==> config.mk <==
export PLATFORM = sky130hd
export DESIGN_NAME = key_debounce
export DESIGN_NICKNAME = d
export VERILOG_FILES = /design/src/rtl/key_pkg.sv /design/src/rtl/sync_2ff.sv /design/src/rtl/key_debounce.sv
export SDC_FILE = /design/constraint.sdc
export NUM_CORES = 1
export LEC_CHECK = 0
export CAP_MARGIN = 20
export CORE_MARGIN = 3
export CORE_UTILIZATION = 45
export CTS_BUF_LIST = sky130_fd_sc_hd__clkbuf_4
export CTS_CLUSTER_DIAMETER = 200
export CTS_CLUSTER_SIZE = 8
export DETAILED_ROUTE_END_ITERATION = 6
export HOLD_SLACK_MARGIN = 0.15
export PLACE_DENSITY = 0.69
export SLEW_MARGIN = 20
export SYNTH_ARGS = -nofsm -noshare
export SYNTH_HDL_FRONTEND = slang
export SYNTH_SLANG_ARGS = --single-unit
==> constraint.sdc <==
create_clock -name clk_in -period 4.6 [get_ports clk_in]
set_clock_uncertainty 0.1 [all_clocks]
set_input_delay 1.15 -clock clk_in [delete_from_list [all_inputs] [get_ports clk_in]]
set_output_delay 1.15 -clock clk_in [all_outputs]
set_load 0.005 [all_outputs]
==> src/rtl/key_pkg.sv <==
// Shared types and constants for the push-button conditioning path.
package key_pkg;

    typedef enum logic [1:0] {
        KEY_RELEASED    = 2'd0,
        KEY_PRESS_CHK   = 2'd1,
        KEY_PRESSED     = 2'd2,
        KEY_RELEASE_CHK = 2'd3
    } key_state_e;

    localparam int unsigned DEBOUNCE_20MS_AT_10MHZ = 200000;
    localparam int unsigned SIM_DEBOUNCE           = 4;

endpackage

==> src/rtl/sync_2ff.sv <==
// Two-flop synchronizer for asynchronous pad inputs; resets to RST_VAL.
module sync_2ff #(
    parameter logic RST_VAL = 1'b0
) (
    input  logic clk_in,
    input  logic rst,
    input  logic d,
    output logic q
);

    logic meta_q;
    logic sync_q;

    always_ff @(posedge clk_in) begin
        if (!rst) begin
            meta_q <= RST_VAL;
            sync_q <= RST_VAL;
        end else begin
            meta_q <= d;
            sync_q <= meta_q;
        end
    end

    assign q = sync_q;

endmodule

==> src/rtl/key_debounce.sv <==
// Push-button debouncer: synchronized pad, qualification FSM, registered level and
// single-cycle press/release pulses.
module key_debounce
    import key_pkg::*;
#(
    parameter int unsigned DEBOUNCE_CYCLES = DEBOUNCE_20MS_AT_10MHZ,
    parameter bit          KEY_ACTIVE_LOW  = 1'b1
) (
    input  logic clk_in,
    input  logic rst,
    input  logic key_in,
    output logic key_level,
    output logic key_down,
    output logic key_up,
    output logic key_busy
);

    localparam int unsigned      CNT_W    = $clog2(DEBOUNCE_CYCLES);
    localparam logic [CNT_W-1:0] CNT_LAST = CNT_W'(DEBOUNCE_CYCLES - 1);

    logic key_sync;
    logic k_s;

    key_state_e       state_q;
    logic [CNT_W-1:0] cnt_q;
    logic             level_q;
    logic             down_q;
    logic             up_q;
    logic             busy_q;

    // Released pad level equals KEY_ACTIVE_LOW, so the flops reset to it.
    sync_2ff #(
        .RST_VAL (KEY_ACTIVE_LOW)
    ) u_sync (
        .clk_in (clk_in),
        .rst    (rst),
        .d      (key_in),
        .q      (key_sync)
    );

    assign k_s = key_sync ^ KEY_ACTIVE_LOW;

    always_ff @(posedge clk_in) begin
        if (!rst) begin
            state_q <= KEY_RELEASED;
            cnt_q   <= '0;
            level_q <= 1'b0;
            down_q  <= 1'b0;
            up_q    <= 1'b0;
            busy_q  <= 1'b0;
        end else begin
            down_q <= 1'b0;
            up_q   <= 1'b0;
            case (state_q)
                KEY_RELEASED: begin
                    if (k_s) begin
                        state_q <= KEY_PRESS_CHK;
                        cnt_q   <= '0;
                        busy_q  <= 1'b1;
                    end
                end
                KEY_PRESS_CHK: begin
                    if (!k_s) begin
                        state_q <= KEY_RELEASED;
                        cnt_q   <= '0;
                        busy_q  <= 1'b0;
                    end else if (cnt_q == CNT_LAST) begin
                        state_q <= KEY_PRESSED;
                        cnt_q   <= '0;
                        level_q <= 1'b1;
                        down_q  <= 1'b1;
                        busy_q  <= 1'b0;
                    end else begin
                        cnt_q <= cnt_q + CNT_W'(1);
                    end
                end
                KEY_PRESSED: begin
                    if (!k_s) begin
                        state_q <= KEY_RELEASE_CHK;
                        cnt_q   <= '0;
                        busy_q  <= 1'b1;
                    end
                end
                KEY_RELEASE_CHK: begin
                    if (k_s) begin
                        state_q <= KEY_PRESSED;
                        cnt_q   <= '0;
                        busy_q  <= 1'b0;
                    end else if (cnt_q == CNT_LAST) begin
                        state_q <= KEY_RELEASED;
                        cnt_q   <= '0;
                        level_q <= 1'b0;
                        up_q    <= 1'b1;
                        busy_q  <= 1'b0;
                    end else begin
                        cnt_q <= cnt_q + CNT_W'(1);
                    end
                end
                default: begin
                    state_q <= KEY_RELEASED;
                    cnt_q   <= '0;
                    busy_q  <= 1'b0;
                end
            endcase
        end
    end

    assign key_level = level_q;
    assign key_down  = down_q;
    assign key_up    = up_q;
    assign key_busy  = busy_q;

endmodule
==> load_flow_metrics.sql <==
INSERT INTO impl_metrics (metric_group, metric, value, unit) VALUES
('run_status', 'run_status', 'complete, no violations', ''),
('route', 'final_antenna_net_count', '0', ''),
('critical_path', 'timing_worst_setup_path_type', 'in -> reg', ''),
('power', 'leakagePower', '0.4620', 'nW'),
('synthesis', 'synth_top_cell_area_share', '0.4039', ''),
('finish', 'flow.area_growth_from_synthesis', '10.78', '%'),
('finish', 'drive_above_1_share', '0.08917', ''),
('timing', 'timing_worst_slew_pin_value', '0.5886', 'ns'),
('timing', 'final-setup-viol-count', '0', ''),
('route', 'drc', '0', ''),
('grt', 'grt_pass1_wl', '4885', 'µm'),
('placed_design', 'dp.final_hpwl', '1968', 'µm'),
('cts', 'clock_sinks', '26', ''),
('placed_design', 'placed_cells_incl_taps', '183', ''),
('finish', 'stdcell_count', '187', ''),
('route', 'routedWlPerCell', '14.17', 'µm'),
('critical_path', 'slack_of_the_worst_reg_to_reg_path', '2.63', 'ns'),
('min_path', 'hold_path.class', 'reg -> reg', ''),
('die', 'die_h', '59.52', 'µm'),
('route', 'post_drt_via_cell_ratio', '5.834', ''),
('die', 'floorplan.core_area', '0.002590', 'mm²'),
('die', 'dieArea', '0.003542', 'mm²'),
('critical_path', 'critical_path_buf_inv_count', '2', ''),
('power', 'pwr_density_cell', '287.8', 'mW/mm²'),
('timing', 'worst_slack', '2.100', 'ns'),
('timing', 'achievable_frequency', '400.0', 'MHz'),
('run', 'cap_violations', '0', ''),
('cts', 'cts_buffers', '3', ''),
('route', 'vias', '1091', ''),
('timing', 'max-slew-margin-rel', '0.6071', ''),
('timing', 'final_max_slew_viol_count', '0', ''),
('critical_path', 'worst_path_max_delay_cell', 'sky130_fd_sc_hd__clkdlybuf4s50_1', ''),
('die', 'die_width', '59.52', 'µm'),
('timing', 'min_period', '2.500', 'ns'),
('synthesis', 'postSynthNetCount', '153', ''),
('cts', 'ctsLongestPathBuffers', '2', ''),
('finish', 'final_nets', '162', ''),
('synthesis', 'netlist_top_cells_area', 'sky130_fd_sc_hd__dfxtp_1 40%, sky130_fd_sc_hd__nor2_1 5.0%, sky130_fd_sc_hd__a21oi_1 4.7%', ''),
('die', 'floorplan.rows', '18', ''),
('critical_path', 'max_stage_delay', '0.66', 'ns'),
('timing', 'hold_ws', '0.3171', 'ns'),
('grt', 'first_global_vias', '1127', ''),
('cts', 'hold_buffer_count_at_cts', '0', ''),
('critical_path', 'critPathMostFrequentCell', 'sky130_fd_sc_hd__nor2_1', ''),
('cts', 'cell_at_the_root_of_the_clock_tree', 'sky130_fd_sc_hd__clkbuf_4', ''),
('critical_path', 'worst_ep_required_time', '4.78', 'ns'),
('route', 'drt_iter0_markers', '29', ''),
('synthesis', 'yosysWarningCount', '0', ''),
('synthesis', 'post_synth_inst_count', '149', ''),
('cts', 'tritoncts', 'yes', ''),
('synthesis', 'yosysSeqAreaShare', '0.4039', ''),
('critical_path', 'worstSetupStartpointType', 'primary input', ''),
('timing', 'setup_total_negative_slack', '0', 'ns'),
('cts', 'post_cts.repair.setup_buffers', '0', ''),
('critical_path', 'cp-end-kind', 'flop', ''),
('critical_path', 'critPathArrivalTime', '2.68', 'ns'),
('cts', 'clk_pin_slew', '0.15', 'ns'),
('power', 'power.ir.vdd_worst', '0.0002426', 'V'),
('synthesis', 'synth_area_leader_cell', 'sky130_fd_sc_hd__dfxtp_1', ''),
('timing', 'timing.final.crit_share', '0.5434', ''),
('timing', 'rsz0062_at_grt', 'no', ''),
('finish', 'layout.cell_area.non_filler', '0.001428', 'mm²'),
('critical_path', 'path_max_fanout', '9', ''),
('cts', 'cts_repair_resize_count', '0', ''),
('die', 'start_util', '0.4976', ''),
('critical_path', 'worstPathCellList', 'clkdlybuf4s50_1 > inv_1 > nor3_2 > nor2_1 > nor2_1', ''),
('timing', 'report.final.hold_viol_count', '0', ''),
('grt', 'grt_max_degree', '16', ''),
('placed_design', 'preCtsSetupSlack', '1.747', 'ns'),
('die', 'top_level_ports', '7', ''),
('grt', 'grt_usage', '0.1791', '');
-- cell usage after synthesis (all sizes together) --
library cell	n
dfxtp	26
nor2	18
a21oi	13
nand2	13
a31oi	8
nor3	8
nand3	6
xnor2	6
inv	5
nand2b	5
o21ai	5
and3	4
nand4	4
or3	4
and2	2
and4	2
mux2i	2
nor3b	2
nor4bb	2
a21bo	1
a21boi	1
a21o	1
a311oi	1
and4bb	1
buf	1
clkbuf	1
ha	1
nand3b	1
nor4b	1
o21bai	1
or2	1
or4	1
xor2	1
-- routing by layer --
layer / GRT usage / up-vias / part of all wire / wire length, µm
li1: - / 560 / - / -
met1: 0.2281 / 510 / 0.47 / 1235
met2: 0.2980 / 19 / 0.49 / 1300
met3: 0.03922 / 2 / 0.037 / 97
met4: 0.06013 / 0 / 0.0057 / 15
met5: 0 / - / 0 / 0
-- cell families (layout without fill, tap and decap cells) --
| logic type | Yosys count | count (layout) | synth area share |
|---|---|---|---|
| compound gates | 31 | 31 | 0.1524 |
| xor+xnor | 7 | 7 | 0.06214 |
| fa+ha+maj | 1 | 1 | 0.009707 |
| buf+inv | 7 | 15 | 0.02330 |
| flops | 26 | 26 | 0.4039 |
| mux | 2 | 2 | 0.01553 |
| simple gates | 75 | 75 | 0.3330 |
-- placed cells by master (no fill, tap or decap), types with 3 or more instances in the layout --
master                            count
sky130_fd_sc_hd__nand2_1             13
sky130_fd_sc_hd__inv_1                5
sky130_fd_sc_hd__o21ai_1              3
sky130_fd_sc_hd__a21oi_1             12
sky130_fd_sc_hd__clkdlybuf4s50_1      6
sky130_fd_sc_hd__xnor2_1              5
sky130_fd_sc_hd__a31oi_1              8
sky130_fd_sc_hd__nand4_1              4
sky130_fd_sc_hd__or3_1                4
sky130_fd_sc_hd__nor3_1               6
sky130_fd_sc_hd__clkbuf_4             3
sky130_fd_sc_hd__nand3_1              5
sky130_fd_sc_hd__nor2_1              17
sky130_fd_sc_hd__and3_1               3
sky130_fd_sc_hd__nand2b_1             5
sky130_fd_sc_hd__dfxtp_1             26
-- worst paths after layout --
kind,from,endpoint,cells after the start
min reg2reg,u_sync.meta_q,u_sync.q,1
max,rst,cnt_q[3],5
min,u_sync.meta_q,u_sync.q,1
max reg2reg,cnt_q[0],cnt_q[3],6
-- state kept, by name, indices dropped and copies added (netlist names), named ones only --
signal / flops
key_down: 1
u_sync.meta_q: 1
key_up: 1
key_busy: 1
cnt_q: 18
key_level: 1
u_sync.q: 1
state_q: 1
-- through the flow --
stage | total power [W] | utilization
final | 0.0004109 | 0.5512
after global routing | 0.0004238 | 0.5512
after global placement | 0.0002554 | 0.5309
after detailed placement | 0.0002560 | 0.5309
after floorplan | 0.0002471 | -
after CTS | 0.0004141 | 0.5512
-- final cells by class --
class,instances,area (µm²)
clock buffers,3,22.52
clock inverters,1,30.03
fillers,242,1162
inverters,5,18.77
multi-input cells,116,738.2
flip-flops and latches,26,520.5
well taps,30,37.54
repair buffers,6,60.06
-- worst register-to-register path: stages (launching register included) --
cell,delay (ns)
sky130_fd_sc_hd__dfxtp_1,0.42
sky130_fd_sc_hd__ha_1,0.26
sky130_fd_sc_hd__nand2_1,0.12
sky130_fd_sc_hd__nor2_1,0.39
sky130_fd_sc_hd__a21oi_4,0.20
sky130_fd_sc_hd__nor2_1,0.30
sky130_fd_sc_hd__nor2_1,0.09
-- where the power goes --
| part | switching [W] | leakage (nW) | internal, W |
|---|---|---|---|
| logic | 0.0000111 | 0.224 | 0.00000907 |
| registers | 0.00000311 | 0.210 | 0.000228 |
| clock network | 0.0000716 | 0.0279 | 0.0000882 |
| total | 0.0000859 | 0.462 | 0.000325 |
(Power assumes the default switching activity.)
